`src/rtl/control_mc.sv`:
```
// Multi-cycle instruction sequencer: FETCH/DECODE/EXEC/MEM/WB with a ready handshake to memory.
// Enables and strobes are combinational from state and the control word latched in DECODE.
// A memory request is held until mem_rdy, or until the wait timeout sends the FSM to a sticky FAULT.
module control_mc #(
  parameter int OPW     = 4,
  parameter int NZ_BIT  = 3,
  parameter int LINK_EN = 1,
  parameter int TMO     = 255,
  parameter int TW      = 8
) (
  input  logic           clk,
  input  logic           rst_n,
  input  logic           run,
  input  logic [OPW-1:0] opcode,
  input  logic [3:0]     opfunc,
  input  logic           ctl_adata_zero,
  input  logic           mem_rdy,
  output logic           ctl_mem_req,
  output logic           ctl_mem_ifetch,
  output logic           ctl_ir_we,
  output logic           ctl_pc_we,
  output logic           ctl_alu_pc,
  output logic           ctl_alu_imm,
  output logic           ctl_regs_we,
  output logic           ctl_ram_we,
  output logic           ctl_alu_altdest,
  output logic [1:0]     ctl_wdata_src,
  output logic           ctl_branch_ind,
  output logic           ctl_branch_taken,
  output logic           ctl_fault,
  output logic [2:0]     state
);

  typedef enum logic [2:0] {
    S_FETCH  = 3'd0,
    S_DECODE = 3'd1,
    S_EXEC   = 3'd2,
    S_MEM    = 3'd3,
    S_WB     = 3'd4,
    S_FAULT  = 3'd5
  } state_t;

  // Control word captured once per instruction; ALU ops are the case where no class bit is set.
  typedef struct packed {
    logic       alu_pc;
    logic       alu_imm;
    logic       altdest;
    logic [1:0] wdata_src;
    logic       is_load;
    logic       is_store;
    logic       is_branch;
    logic       ind;
  } cword_t;

  // Last wait cycle before the timeout fires; the fault happens after exactly TMO unanswered cycles.
  localparam logic [TW-1:0] TMO_LAST = (TMO > 0) ? TW'(TMO - 1) : '0;

  state_t         st;
  cword_t         cw;
  cword_t         dec;
  logic           dec_illegal;
  logic [TW-1:0]  tcnt;
  logic           fetch_busy;
  logic           fetch_req;
  logic           mem_req_i;
  logic           tmo_hit;
  logic           in_exec_br;
  logic           unused_opfunc;

  // Only the branch-polarity bit of opfunc matters to this block.
  assign unused_opfunc = ^opfunc;

  // Opcode decode into the control word that DECODE latches.
  always_comb begin
    dec         = '0;
    dec_illegal = 1'b0;
    dec.ind     = opcode[0];
    case (opcode)
      OPW'(0): ;
      OPW'(1): begin
        dec.alu_imm = 1'b1;
        dec.altdest = 1'b1;
      end
      OPW'(2): begin
        dec.alu_imm   = 1'b1;
        dec.altdest   = 1'b1;
        dec.wdata_src = 2'b01;
        dec.is_load   = 1'b1;
      end
      OPW'(3): begin
        dec.alu_imm  = 1'b1;
        dec.is_store = 1'b1;
      end
      OPW'(4): begin
        dec.alu_pc    = 1'b1;
        dec.alu_imm   = 1'b1;
        dec.altdest   = 1'b1;
        dec.wdata_src = 2'b10;
        dec.is_branch = 1'b1;
      end
      OPW'(5): begin
        dec.alu_pc    = 1'b1;
        dec.altdest   = 1'b1;
        dec.wdata_src = 2'b10;
        dec.is_branch = 1'b1;
      end
      default: dec_illegal = 1'b1;
    endcase
  end

  // Once a fetch is issued it stays issued even if run drops; run only gates starting one.
  assign fetch_req  = (st == S_FETCH) && (run || fetch_busy);
  assign mem_req_i  = fetch_req || (st == S_MEM);
  assign tmo_hit    = (TMO != 0) && mem_req_i && !mem_rdy && (tcnt == TMO_LAST);
  assign in_exec_br = (st == S_EXEC) && cw.is_branch;

  // Instruction sequencing FSM and control word latch.
  always_ff @(posedge clk or negedge rst_n) begin
    if (!rst_n) begin
      st <= S_FETCH;
      cw <= '0;
    end else begin
      case (st)
        S_FETCH: begin
          if (mem_req_i && mem_rdy) st <= S_DECODE;
          else if (tmo_hit)         st <= S_FAULT;
        end
        S_DECODE: begin
          cw <= dec;
          st <= dec_illegal ? S_FAULT : S_EXEC;
        end
        S_EXEC: begin
          if (cw.is_branch)                  st <= S_FETCH;
          else if (cw.is_load || cw.is_store) st <= S_MEM;
          else                               st <= S_WB;
        end
        S_MEM: begin
          if (mem_rdy)      st <= cw.is_load ? S_WB : S_FETCH;
          else if (tmo_hit) st <= S_FAULT;
        end
        S_WB:    st <= S_FETCH;
        S_FAULT: st <= S_FAULT;
        default: st <= S_FAULT;
      endcase
    end
  end

  // Wait counter and outstanding-fetch flag; both clear whenever the request completes or ends.
  always_ff @(posedge clk or negedge rst_n) begin
    if (!rst_n) begin
      tcnt       <= '0;
      fetch_busy <= 1'b0;
    end else begin
      if ((TMO != 0) && mem_req_i && !mem_rdy && !tmo_hit) tcnt <= tcnt + 1'b1;
      else                                                  tcnt <= '0;
      fetch_busy <= fetch_req && !mem_rdy && !tmo_hit;
    end
  end

  // Enables and strobes; forced low while reset is asserted so an abandoned cycle writes nothing.
  assign ctl_mem_req      = rst_n && mem_req_i;
  assign ctl_mem_ifetch   = rst_n && fetch_req;
  assign ctl_ir_we        = rst_n && fetch_req && mem_rdy;
  assign ctl_pc_we        = rst_n && (in_exec_br
                                      || ((st == S_MEM) && cw.is_store && mem_rdy)
                                      || (st == S_WB));
  assign ctl_regs_we      = rst_n && ((in_exec_br && (LINK_EN != 0)) || (st == S_WB));
  assign ctl_ram_we       = rst_n && (st == S_MEM) && cw.is_store;
  assign ctl_branch_ind   = rst_n && in_exec_br && cw.ind;
  assign ctl_branch_taken = rst_n && in_exec_br && (ctl_adata_zero != opfunc[NZ_BIT]);
  assign ctl_fault        = (st == S_FAULT);

  // Datapath selects come straight from the latched word.
  assign ctl_alu_pc      = cw.alu_pc;
  assign ctl_alu_imm     = cw.alu_imm;
  assign ctl_alu_altdest = cw.altdest;
  assign ctl_wdata_src   = cw.wdata_src;
  assign state           = st;

endmodule

```
`config.mk`:
```
export PLATFORM = sky130hd
export DESIGN_NAME = control_mc
export DESIGN_NICKNAME = d
export VERILOG_FILES = /design/src/rtl/control_mc.sv
export SDC_FILE = /design/constraint.sdc
export NUM_CORES = 1
export LEC_CHECK = 0
export CAP_MARGIN = 30
export CORE_UTILIZATION = 58
export CTS_BUF_LIST = sky130_fd_sc_hd__clkbuf_8
export CTS_CLUSTER_SIZE = 12
export DETAILED_ROUTE_END_ITERATION = 7
export DONT_BUFFER_PORTS = 1
export GPL_ROUTABILITY_DRIVEN = 1
export PLACE_DENSITY = 0.76
export REMOVE_ABC_BUFFERS = 1
export SLEW_MARGIN = 30
export SYNTH_ARGS = -nofsm -noshare
export SYNTH_HDL_FRONTEND = slang
export SYNTH_SLANG_ARGS = --single-unit
```
`constraint.sdc`:
```
create_clock -name clk -period 1.34 [get_ports clk]
set_clock_uncertainty 0.05 [all_clocks]
set_input_delay 0.268 -clock clk [delete_from_list [all_inputs] [get_ports clk]]
set_output_delay 0.268 -clock clk [all_outputs]
set_load 0.05 [all_outputs]
```
==> metrics.txt, run 1 <==
Clock Root Buffer=clkbuf_8; Final GP Congestion=about 0.78; Async S/R FF share, synth=100%; Synth area leader=dfrtp_1; area of the mapped netlist=approximately 1100 um^2; Exit stage=global routing; Port Buffer Count=0; Initial Util=61.5%; post-synthesis xor/xnor area fraction=around 7.5%; H-tree lvl count=1; synth warn=0; Syn Area/Cell=around 9.6 um^2; Post-synth EDFFs=0; Adder-Cell Fraction of Synth Area=under 10%; Seq/Total Area, Yosys=approximately 45%; Final HPWL DP=roughly 1800 um; Crit. endpoint post-GRT repair=ctl_pc_we; TritonCTS Buffers=3; Synth area leaders=dfrtp_1 45%, nor2_1 6.8%, xnor2_1 5.0%; post-synthesis register bit count=19; clock sink count=19; status=aborted with a tool error; Synth Area in Compound Gates=between 10% and 20%; Yosys cell types=37; Syn Inst Count=110; WEP type=top-level output; Yosys top cell area share=roughly 45%; die width=approximately 45 um; clock tree buffer depth=2; First Err=[ERROR DPL-0038] Utilization greater than 100%, impossible to legalize; fraction of the mapped netlist area in simple logic gates=between 20% and 30%; Rows=15; main flop type after synthesis=dfrtp_1; I/O pin cnt=30; largest family of logic cells by synthesized area=simple AND/OR/NAND/NOR gates; largest net degree at the start of global routing=24; Die H=~45 um; post-synthesis mux area share=under 10%
[synth_stat cells, types with 2 or more instances]
master,number
a21o_1,2
a22o_1,3
and3_1,3
buf_4,3
dfrtp_1,19
ha_1,2
inv_1,4
nand2_1,11
nand3_1,4
nor2_1,19
nor3_1,4
nor4_1,2
o21ai_0,3
xnor2_1,6
xor2_1,3
[timing repair]
| action | in CTS |
|---|---|
| gates resized for setup | 36 |
| setup endpoints to repair | 30 |
| buffers inserted | 2 |
| pin swaps | 13 |
| hold endpoints to repair | 19 |
| cloned | 1 |
[per-stage QoR]
stage	cells	area [um^2]	hold WS [ns]	setup slack [ns]	setup TNS, ns
after CTS	174	1570	-0.354	-0.484	-5.00
after detailed placement	167	1370	-0.0771	-0.236	-3.35
after global placement	167	1370	-0.0771	-0.204	-2.56
after floorplan	105	1010	-0.0776	-1.63	-13.74
[logic make-up after synthesis]
| group | Yosys count |
|---|---|
| AOI/OAI and AO/OA | 17 |
| adders and majority gates | 2 |
| buffers and inverters | 9 |
| muxes | 1 |
| DFF | 19 |
| and+or+nand+nor | 53 |
| xor gates and xnor gates | 9 |
==> run 2: changes to the inputs <==
--- a/config.mk
+++ b/config.mk
@@ -6,13 +6,12 @@
 export NUM_CORES = 1
 export LEC_CHECK = 0
 export CAP_MARGIN = 30
-export CORE_UTILIZATION = 58
-export CTS_BUF_LIST = sky130_fd_sc_hd__clkbuf_8
-export CTS_CLUSTER_SIZE = 12
+export CORE_AREA = 2 2 63 65
 export DETAILED_ROUTE_END_ITERATION = 7
+export DIE_AREA = 0 0 65 67
 export DONT_BUFFER_PORTS = 1
 export GPL_ROUTABILITY_DRIVEN = 1
-export PLACE_DENSITY = 0.76
+export PLACE_DENSITY_LB_ADDON = 0.15
 export REMOVE_ABC_BUFFERS = 1
 export SLEW_MARGIN = 30
 export SYNTH_ARGS = -nofsm -noshare
==> constraint.sdc (replaced) <==
create_clock -name clk -period 1.7 [get_ports clk]
set_clock_uncertainty 0.05 [all_clocks]
set_input_delay 0.34 -clock clk [delete_from_list [all_inputs] [get_ports clk]]
set_output_delay 0.34 -clock clk [all_outputs]
set_load 0.05 [all_outputs]
==> metrics.txt, run 2 <==
Post-synth top cells=19 x dfrtp_1, 19 x nor2_1, 11 x nand2_1; setup violators final=8; final setup TNS=-0.886 ns; Seq/Total Area, Yosys=between 40% and 50%; first drt pass iteration count=5; Biggest register=tcnt; WP data required=1.31 ns; GRT Resource Usage Total=approximately an eighth; Port Buffer Count=0; minimum clock period=1.89 ns; NetSw=between 0.001 and 0.0015 W; most frequent cells in the layout=18 x dfrtp_1, 15 x nor2_1, 13 x buf_4, 11 x nand2_1, 6 x xnor2_1; Overflow after GRT=0; hold path cells=1; Max-slew headroom=approximately 68%; die width=between 60 and 70 um; synth warn=0; Leakage=between 0.6 and 0.7 nW; CTS tree=built; Period Utilization, post-route=111%; max-slew violations=0; fillers=about 380; global-route wire length before repair=~4300 um; core area=3610 um^2; largest net degree at the start of global routing=20; max reg flops=8; reg2reg end=tcnt[7]; Synth area leader=dfrtp_1; Final Hold Vio Count=0; area of the mapped netlist=around 1100 um^2; RR Startpoint=tcnt[0]; most common cell after layout, fill and taps aside=dfrtp_1; Synth area leaders=dfrtp_1 45%, nor2_1 6.8%, xnor2_1 5.0%; vias in the first global route=approximately 940; Worst Setup End Kind=primary output; Clock Root Buffer=clkbuf_8; dpl cell area=around 1300 um^2; critical path type=reg2out; H-tree lvl count=1; flop2flop setup slack=about 0.15 ns; Tot Pwr=around 0.0024 W; Initial Util=29.1%; violated checks=negative setup slack; startpoint types=flip-flop; crit path DAT=1.50 ns; Final GP Congestion=around 0.69; DRC errors left=0; share of cells above drive strength 1=a little over a third; hold-critical path endpoint=ctl_wdata_src[1]; post-synthesis register bit count=19; register share of total power=between 30% and 40%; Final HPWL DP=approximately 1700 um; Util after Layout=between 40% and 50%; worst r2r path cells=5; Die H=~67 um; Clock power frac=~13%; Power Density=between 1500 and 2000 nW/um^2; final-stage net count=between 150 and 200; Slew @ Worst Pin=about 0.48 ns; initial antenna violation count=0; crit-path max FO=5; DR vias=883; area grow syn2layout=38.9%; First DRT Iteration DRCs=36; die area=~4400 um^2; IR drop worst, VDD=between 0.4 and 0.5 mV; Post-synth EDFFs=0; clock tree buffer depth=2; status=finished, violations left; Syn Inst Count=110; main flop type after synthesis=dfrtp_1; Max-Cap Viols=0; RSZ-0062 raised after global routing=yes; TritonCTS Buffers=3; fmax=0.529 GHz; Syn Area/Cell=roughly 9.6 um^2; HP Class=in2reg; I/O pin cnt=30; Comb pwr share=between 50% and 60%; Routed WL=approximately 2300 um; Net Sw Frac=between 40% and 50%; Pint=0.00131 W; Setup WS post-layout=-0.191 ns; Yosys top cell area share=between 40% and 50%; DR vias/cell=4.83; Yosys cell types=37; drt wl/cell=approximately 13 um; HP Start=opcode[1]; clock sink count=19; Reg clk slew, reported paths=0.07 ns; clk_lat worst skew=0.25 ns; Rows=22; Detail Route Antenna Nets=0; Async S/R FF share, synth=between 90% and 100%; antenna cells=0; Design Area, Final=around 1500 um^2
-- run 2: metal layers --
layer | part of all wire, % | track usage [%] | routed length [um]
met5 | 0 | 0 | 0
met4 | 1.2 | 5.85 | 29
met3 | 5.6 | 2.87 | 131
met2 | 47 | 21.3 | 1110
met1 | 46 | 15.9 | 1080
-- run 2: layout make-up --
| class | count | area, um^2 | share of cell area, % |
|---|---|---|---|
| clock buffers | 4 | 45.0 | 3.08 |
| inverters | 4 | 15.0 | 1.03 |
| multi-input cells | 82 | 584 | 40.0 |
| flip-flops and latches | 19 | 477 | 32.6 |
| well taps | 48 | 60.1 | 4.11 |
| repair buffers | 26 | 279 | 19.1 |
-- run 2: cells by family after synthesis --
logic type               after synthesis  synth area share [%]
adder cells (fa/ha/maj)                2                  2.38
flip-flops                            19                  45.2
buffers and inverters                  9                  5.12
XOR/XNOR                               9                  7.50
multiplexers                           1                  1.43
AND/OR/NAND/NOR                       53                  25.1
AO/OA/AOI/OAI                         17                  13.2
-- run 2: worst max-delay path by stage --
stage,from,endpoint,cells past startpoint
2_1_floorplan,ctl_wdata_src[1],ctl_pc_we,3
3_3_place_gp,state[1],ctl_pc_we,5
3_5_place_dp,state[1],ctl_pc_we,5
4_1_cts,state[1],ctl_pc_we,4
5_1_grt,state[2],ctl_pc_we,4
6_report,state[2],ctl_pc_we,4
-- run 2: power groups by stage --
stage / Clock [W] / Combinational, W / Sequential (W)
floorplan: 0 / 0.000544 / 0.000955
global placement: 0 / 0.00111 / 0.000772
detailed placement: 0 / 0.00112 / 0.000774
CTS: 0.000327 / 0.00132 / 0.000775
global route: 0.000350 / 0.00144 / 0.000793
finish: 0.000308 / 0.00133 / 0.000772
-- run 2: critical path: stages, from the launching register on --
cell and delay (ns):
dfrtp_1 0.41, and2b_2 0.27, and3_1 0.20, a31o_2 0.22, buf_12 0.15
-- run 2: timing repair --
item                                    4_1_cts  5_1_grt
hold endpoints to repair                     19       19
resized for setup                            21        7
buffers inserted                              5        0
endpoints found under the setup margin        9       13
hold buffers                                  1        1
pin swaps                                     4        1
-- run 2: stage by stage --
stage	setup slack, ns	instances	hold slack [ns]
global route	-0.257	183	0.123
floorplan	-1.35	105	-0.00559
global placement	0.0466	172	-0.00497
CTS	-0.200	182	0.117
finish	-0.191	183	0.127
detailed placement	0.0345	172	-0.00487
No activity file was read; power rests on OpenSTA's default activity.
==> run 3: changes to the inputs <==
--- a/config.mk
+++ b/config.mk
@@ -12,7 +12,6 @@
 export DONT_BUFFER_PORTS = 1
 export GPL_ROUTABILITY_DRIVEN = 1
 export PLACE_DENSITY_LB_ADDON = 0.15
-export REMOVE_ABC_BUFFERS = 1
 export SLEW_MARGIN = 30
 export SYNTH_ARGS = -nofsm -noshare
 export SYNTH_HDL_FRONTEND = slang
==> metrics.txt, run 3 (same netlist as run 2, synthesis figures left out) <==
RSZ-0062 raised after global routing=yes; H-tree lvl count=1; Setup WS post-layout=-0.149 ns; startpoint types=flip-flop; Die H=67 um; worst r2r path cells=5; DRC errors left=0; area grow syn2layout=37.6%; Util after Layout=around 40%; Overflow after GRT=0; Leakage=about 0.6 nW; Detail Route Antenna Nets=0; fillers=roughly 360; die area=around 4400 um^2; Final Hold Vio Count=19; WP data required=about 1.3 ns; Final GP Congestion=0.729; first drt pass iteration count=3; I/O pin cnt=30; die width=roughly 65 um; reg2reg end=tcnt[3]; crit path DAT=around 1.5 ns; drt wl/cell=~13 um; setup violators final=9; RR Startpoint=tcnt[0]; Reg clk slew, reported paths=approximately 0.070 ns; Slew @ Worst Pin=approximately 0.47 ns; Worst Setup End Kind=primary output; clock sink count=19; most frequent cells in the layout=16 x nor2_1, 16 x dfrtp_1, 11 x nand2_1, 11 x buf_4, 6 x xnor2_1; violated checks=negative hold slack, negative setup slack; critical-path cell list=and2b_2 > a21oi_4 > nor3_4 > a31o_4; clock tree buffer depth=2; Max-slew headroom=68.4%; final setup TNS=-0.801 ns; clk_lat worst skew=0.26 ns; First DRT Iteration DRCs=28; minimum clock period=1.85 ns; antenna cells=0; status=finished, violations left; Port Buffer Count=0; slowest stage delay, CP=~0.45 ns; Power Density=about 1700 nW/um^2; initial antenna violation count=0; Period Utilization, post-route=109%; max-slew violations=0; vias in the first global route=~910; IR drop worst, VDD=~0.6 mV; flop2flop setup slack=about 0.13 ns; global-route wire length before repair=around 4200 um; syn nets=between 100 and 150; share of cells above drive strength 1=36.4%; crit-path max FO=6; slowest cell on the critical path=dfrtp_2; critical path type=reg2out; GRT Resource Usage Total=roughly 13%; Rows=22; final-stage net count=about 150; fmax=~0.54 GHz; DR vias=roughly 870; largest net degree at the start of global routing=24; CTS tree=built; DR vias/cell=around 5; Clock Root Buffer=clkbuf_8; Routed WL=~2400 um; max reg flops=8; HP Class=in2async; core area=approximately 3600 um^2; Initial Util=a little under 30%; Final HPWL DP=~1700 um; WHS=-0.279 ns; Biggest register=tcnt; TritonCTS Buffers=3; Max-Cap Viols=0
run 3: changes by cell type in the layout (fill, tap and decap cells not counted), moves of 2 or more:
cell / previous run / this run
nor2_2: 4 / 0
dfrtp_1: 18 / 16
buf_4: 13 / 11
and3_4: 0 / 2
dfrtp_2: 1 / 3
and3_1: 3 / 1
nor2_4: 1 / 4
run 3: metal layers:
metal	up-vias	part of all wire [%]	global-route usage (%)
li1	422	-	-
met3	5	5.4	2.70
met1	420	46	15.7
met2	19	46	20.5
met4	0	2.2	6.38
met5	-	0	0
run 3: what timing repair did:
action | 4_1_cts | 5_1_grt
setup buffers | 3 | 2
endpoints found under the hold margin | 19 | 19
pin swaps | 0 | 4
gates resized for setup | 3 | 12
endpoints found under the setup margin | 9 | 12
run 3: critical path, delay by kind of cell, from the launching register on:
family	cells	cell delay, ns
flip-flops	1	0.45
AND/OR/NAND/NOR	2	0.32
AO/OA/AOI/OAI	2	0.44
run 3: area by class of cell:
| class | count | area (um^2) | area share [%] |
|---|---|---|---|
| timing repair buffer | 20 | 214 | 14.8 |
| sequential | 19 | 479 | 33.1 |
| multi-input combinational | 82 | 633 | 43.8 |
| tap | 48 | 60.1 | 4.15 |
| inverter | 4 | 15.0 | 1.04 |
| clock buffer | 4 | 45.0 | 3.11 |
run 3: where the power goes:
part / switching (W) / total [W] / internal, W
sequential: 0.000215 / 0.000782 / 0.000567
clock: 0.000148 / 0.000315 / 0.000167
combinational: 0.000782 / 0.00136 / 0.000578
run 3: worst max-delay path by stage:
stage                     startpoint          end  slack [ns]  cells past startpoint
final                       state[1]    ctl_pc_we       -0.15                      4
after global routing        state[1]    ctl_pc_we       -0.20                      4
after CTS                   state[1]    ctl_pc_we       -0.17                      4
after detailed placement    state[2]  ctl_regs_we        0.04                      4
after global placement      state[2]  ctl_regs_we        0.06                      4
after floorplan             state[2]    ctl_pc_we       -0.49                      5
run 3: metrics by stage:
stage	instances	total power (W)	hold WS, ns	worst slack, ns	cell area (um^2)
finish	177	0.00246	-0.279	-0.149	1450
CTS	175	0.00234	-0.287	-0.166	1370
detailed placement	168	0.00194	-0.00518	0.0442	1290
global route	177	0.00261	-0.298	-0.205	1450
global placement	168	0.00193	-0.00518	0.0632	1290
floorplan	110	0.00170	-0.00559	-0.493	1130
==> run 4: changes to the inputs <==
--- a/config.mk
+++ b/config.mk
@@ -9,7 +9,6 @@
 export CORE_AREA = 2 2 63 65
 export DETAILED_ROUTE_END_ITERATION = 7
 export DIE_AREA = 0 0 65 67
-export DONT_BUFFER_PORTS = 1
 export GPL_ROUTABILITY_DRIVEN = 1
 export PLACE_DENSITY_LB_ADDON = 0.15
 export SLEW_MARGIN = 30
==> metrics.txt, run 4 (same netlist as run 2, synthesis figures left out) <==
status=finished, violations left; violated checks=negative setup slack; GRT Resource Usage Total=between 10% and 20%; Final GP Congestion=slightly below 0.8; Biggest register=tcnt; clock tree buffer depth=2; Power Density=1600 nW/um^2; Period Utilization, post-route=111%; Detail Route Antenna Nets=0; antenna cells=0; setup violators final=9; final-stage net count=183; Initial Util=between 20 and 30%; core area=~3600 um^2; NetSw=between 0.001 and 0.0015 W; I/O pin cnt=30; Clock power frac=between 9 and 10%; Design Area, Final=slightly below 2000 um^2; global-route wire length before repair=around 4500 um; area grow syn2layout=84.6%; worst slack, placed=-0.218 ns; critical path type=reg2out; H-tree lvl count=1; first drt pass iteration count=4; most frequent cells in the layout=28 x buf_4, 16 x dfrtp_1, 15 x buf_12, 14 x nor2_1, 11 x nand2_1; register share of total power=22.3%; DR vias=997; HP Class=in2async; vias in the first global route=1067; drt wl/cell=~12 um; CTS tree=built; minimum clock period=around 1.9 ns; worst r2r path cells=5; hold buffer count at cts=0; IR drop worst, VDD=0.613 mV; clock sink count=19; Net Sw Frac=between 40% and 50%; DRC errors left=0; Final HPWL DP=around 1900 um; Worst Setup End Kind=primary output; Slew @ Worst Pin=approximately 0.26 ns; Rows=22; Clock Root Buffer=clkbuf_8; Tot Pwr=roughly 0.0031 W; share of cells above drive strength 1=47.3%; DR vias/cell=between 4 and 5; Leakage=0.851 nW; TritonCTS Buffers=3; startpoint types=flip-flop; crit-path max FO=4; die width=between 60 and 70 um; clk_lat worst skew=0.25 ns; fmax=approximately 0.53 GHz; most common cell after layout, fill and taps aside=buf_4; First DRT Iteration DRCs=12; Routed WL=between 2000 and 3000 um; Setup WS post-layout=-0.186 ns; Overflow after GRT=0; Final Hold Vio Count=0; Max-Cap Viols=0; syn nets=between 100 and 150; Reg clk slew, reported paths=~0.070 ns; Die H=between 60 and 70 um; initial antenna violation count=0; largest net degree at the start of global routing=20; crit path DAT=1.50 ns; WP data required=around 1.3 ns; max reg flops=8; Port Buffer Count=26; Max-slew headroom=between 80% and 90%; RR Startpoint=state[2]; dpl cell area=about 1700 um^2; die area=4360 um^2; reg2reg end=cw[2]; RSZ-0062 raised after global routing=yes; flop2flop setup slack=0.05 ns; max-slew violations=0; Comb pwr share=slightly below 70%; Pint=around 0.0018 W
==> run 4: how the worst max path moves through the flow <==
stage	cells past startpoint	to	startpoint
floorplan	5	ctl_pc_we	state[2]
global placement	5	ctl_ir_we	run
detailed placement	5	ctl_ir_we	run
finish	5	ctl_pc_we	state[1]
CTS	5	ctl_pc_we	state[1]
global route	5	ctl_pc_we	state[1]
==> run 4: area by class of cell <==
type | instances | area, um^2
clock buffers | 4 | 45.0
fillers | 327 | 1670
inverters | 4 | 15.0
multi-input cells | 82 | 676
flip-flops and latches | 19 | 479
well taps | 48 | 60.1
repair buffers | 58 | 666
==> run 4: power groups by stage <==
stage	combinational, W	sequential [W]	clock (W)
after floorplan	0.000832	0.000872	0
after global placement	0.00168	0.000685	0
after detailed placement	0.00170	0.000688	0
after CTS	0.00195	0.000688	0.000319
after global routing	0.00223	0.000712	0.000344
final	0.00211	0.000694	0.000306
==> run 4: worst max-delay path, cell delays in order, from the launching register on <==
cell	delay, ns
dfrtp_2	0.44
and2b_2	0.25
a21oi_4	0.15
nor3_4	0.05
a31o_4	0.21
buf_12	0.14
==> run 4: what timing repair did <==
action | CTS | global route
setup endpoints to repair | 8 | 10
setup buffers | 8 | 5
resized for setup | 17 | 9
pin swaps | 7 | 9
==> run 4: metal layers <==
layer  share of wire (%)  up-vias  global-route usage (%)  routed length (um)
li1                    -      502                       -                   -
met1                  44      477                    14.4                1160
met2                  51       16                    25.1                1340
met3                 4.2        2                    2.70                 112
met4                0.80        0                    5.85                  21
met5                   0        -                       0                   0
==> run 4: per-stage QoR <==
| stage | instances | setup TNS (ns) | util [%] | hold slack [ns] |
|---|---|---|---|---|
| after global placement | 199 | -1.89 | 47.2 | 0.418 |
| after floorplan | 110 | -1.58 | - | -0.00559 |
| after CTS | 211 | -1.11 | 51.9 | 0.318 |
| after detailed placement | 199 | -1.99 | 47.2 | 0.421 |
| after global routing | 215 | -1.67 | 53.8 | 0.322 |
| final | 215 | -1.11 | 53.8 | 0.300 |
==> RTL change, RTL diff (config.mk and constraints of run 3) <==
The parameter `TMO` goes from 255 to 127.
--- a/src/rtl/control_mc.sv
+++ b/src/rtl/control_mc.sv
@@ -5,7 +5,7 @@
   parameter int OPW     = 4,
   parameter int NZ_BIT  = 3,
   parameter int LINK_EN = 1,
-  parameter int TMO     = 255,
+  parameter int TMO     = 127,
   parameter int TW      = 8
 ) (
   input  logic           clk,
Check against the original RTL: no difference found for any inputs over 10 cycles, from zero or initial values and one cycle with rst_n low; that may be too few to reach the edited logic, so the function may still have changed.
==> RTL change against run 3 <==
  * The flow still finishes with violations (negative hold slack, negative setup slack)
  * Design area fell by 0.95%
  * Largest power group unchanged
  * Power fell by 4.2%
  * Core utilization fell by 0.38 points
  * Worst setup slack improved by 6.7 ps
  * Wire length fell by 3.5%
  * Critical path type unchanged
  * Sequential cell count did not move
  * Synthesized cell count rose by 2.7%
  * Synthesized area rose by 0.71%
==> RTL change: results (changes against run 3) <==
Number of cell instances on the worst register-to-register path - 4 (-1)
Routed wire length per instance - 12.7 um (-5.6%)
Worst vdd rail ir drop - 0.000804 V (+31%)
Number of iterations in the first detailed-routing pass - 4 (+1)
Violated checks - negative hold slack, negative setup slack
Power in combinational cells - 0.00128 W (-6%)
Met3 global-route usage - 2.87% (+0.17 points)
Outcome - complete, but fails checks
Leakage Power - 0.609 nW (-1.1%)
Sw Pwr - 0.00109 W (-4.6%)
Global routing usage summed across all routing layers - 12.3% (-0.25 points)
Final estimated routing congestion in global placement - 0.763 (+4.7%)
Half-perimeter wire length after detailed placement - 1.70 mm (+0.63%)
Wire length of the first global-routing pass - 4.20 mm (-0.17%)
Worst relative slew slack - 68.1% (-0.30 points)
Unique masters post-synth - 36 (-2.7%)
Reg-to-reg endpoint - cw[2]$_DFFE_PN0P_
Violation count after the first detailed-routing iteration - 22 (-21%)
Smallest hold slack - -273 ps (+6.51 ps)
Final #Nets - 149 (+2.8%)
Number of flip-flops in the largest register - 8 (unchanged)
Setup TNS after final layout - -769 ps (+32.5 ps)
Number of hold violations in the final report - 19 (unchanged)
Post-Syn Area per Cell - 9.37 um^2 (-2.0%)
M2 GR Usage - 20.4% (-0.13 points)
Drt via density - 4.81 (-1.6%)
Post-synth top cells - nor2_1 (20), dfrtp_1 (19), nand2_1 (11)
DRT Wirelength - 2.30 mm (-3.5%)
Final setup violation count - 9 (unchanged)
DP Cell Count - 172 (+2.4%)
M1 GR Usage - 15.1% (-0.63 points)
Ys Warns - 0 (unchanged)
Via count of the first global-routing pass - 944 (+3.9%)
Number of nets in the synthesized netlist - 128 (+2.4%)
Delay-heaviest family, CP - compound AO/OA/AOI/OAI gates
Beginning of the worst register-to-register path - state[2]$_DFF_PN0_
Fin worst setup slack - -142 ps (+6.75 ps)
Layout cells sized above 1 - 36.8% (+0.41 points)
Area after detailed placement - 0.00131 mm^2 (+1.2%)
==> RTL change: what timing repair did <==
item / in CTS / in global routing
setup endpoints to repair: 9 / 10
pin swaps: 2 / 1
setup buffers: 5 / 0
hold endpoints to repair: 19 / 19
gates resized for setup: 6 / 3
==> RTL change: kinds of logic (layout without fill, tap and decap cells) <==
group,after synthesis,in the layout,share of synthesized area (%)
AND/OR/NAND/NOR,54,54,25.2
AO/OA/AOI/OAI,17,17,12.9
XOR/XNOR,9,9,7.45
buffers and inverters,11,31,5.79
flip-flops,19,19,44.9
adder cells (fa/ha/maj),2,2,2.36
multiplexers,1,1,1.42
==> RTL change: final cells by class <==
type / count / area, um^2
Clock buffer: 4 / 45.0
Sequential cell: 19 / 479
Multi-Input combinational cell: 83 / 616
Fill cell: 372 / 2170
Inverter: 6 / 22.5
Timing Repair Buffer: 21 / 210
Tap cell: 48 / 60.1
==> RTL change: metal layers <==
layer  part of all wire [%]  wire (um)
met4                   0.87         20
met3                    5.7        132
met1                     46       1050
met5                      0          0
met2                     48       1100
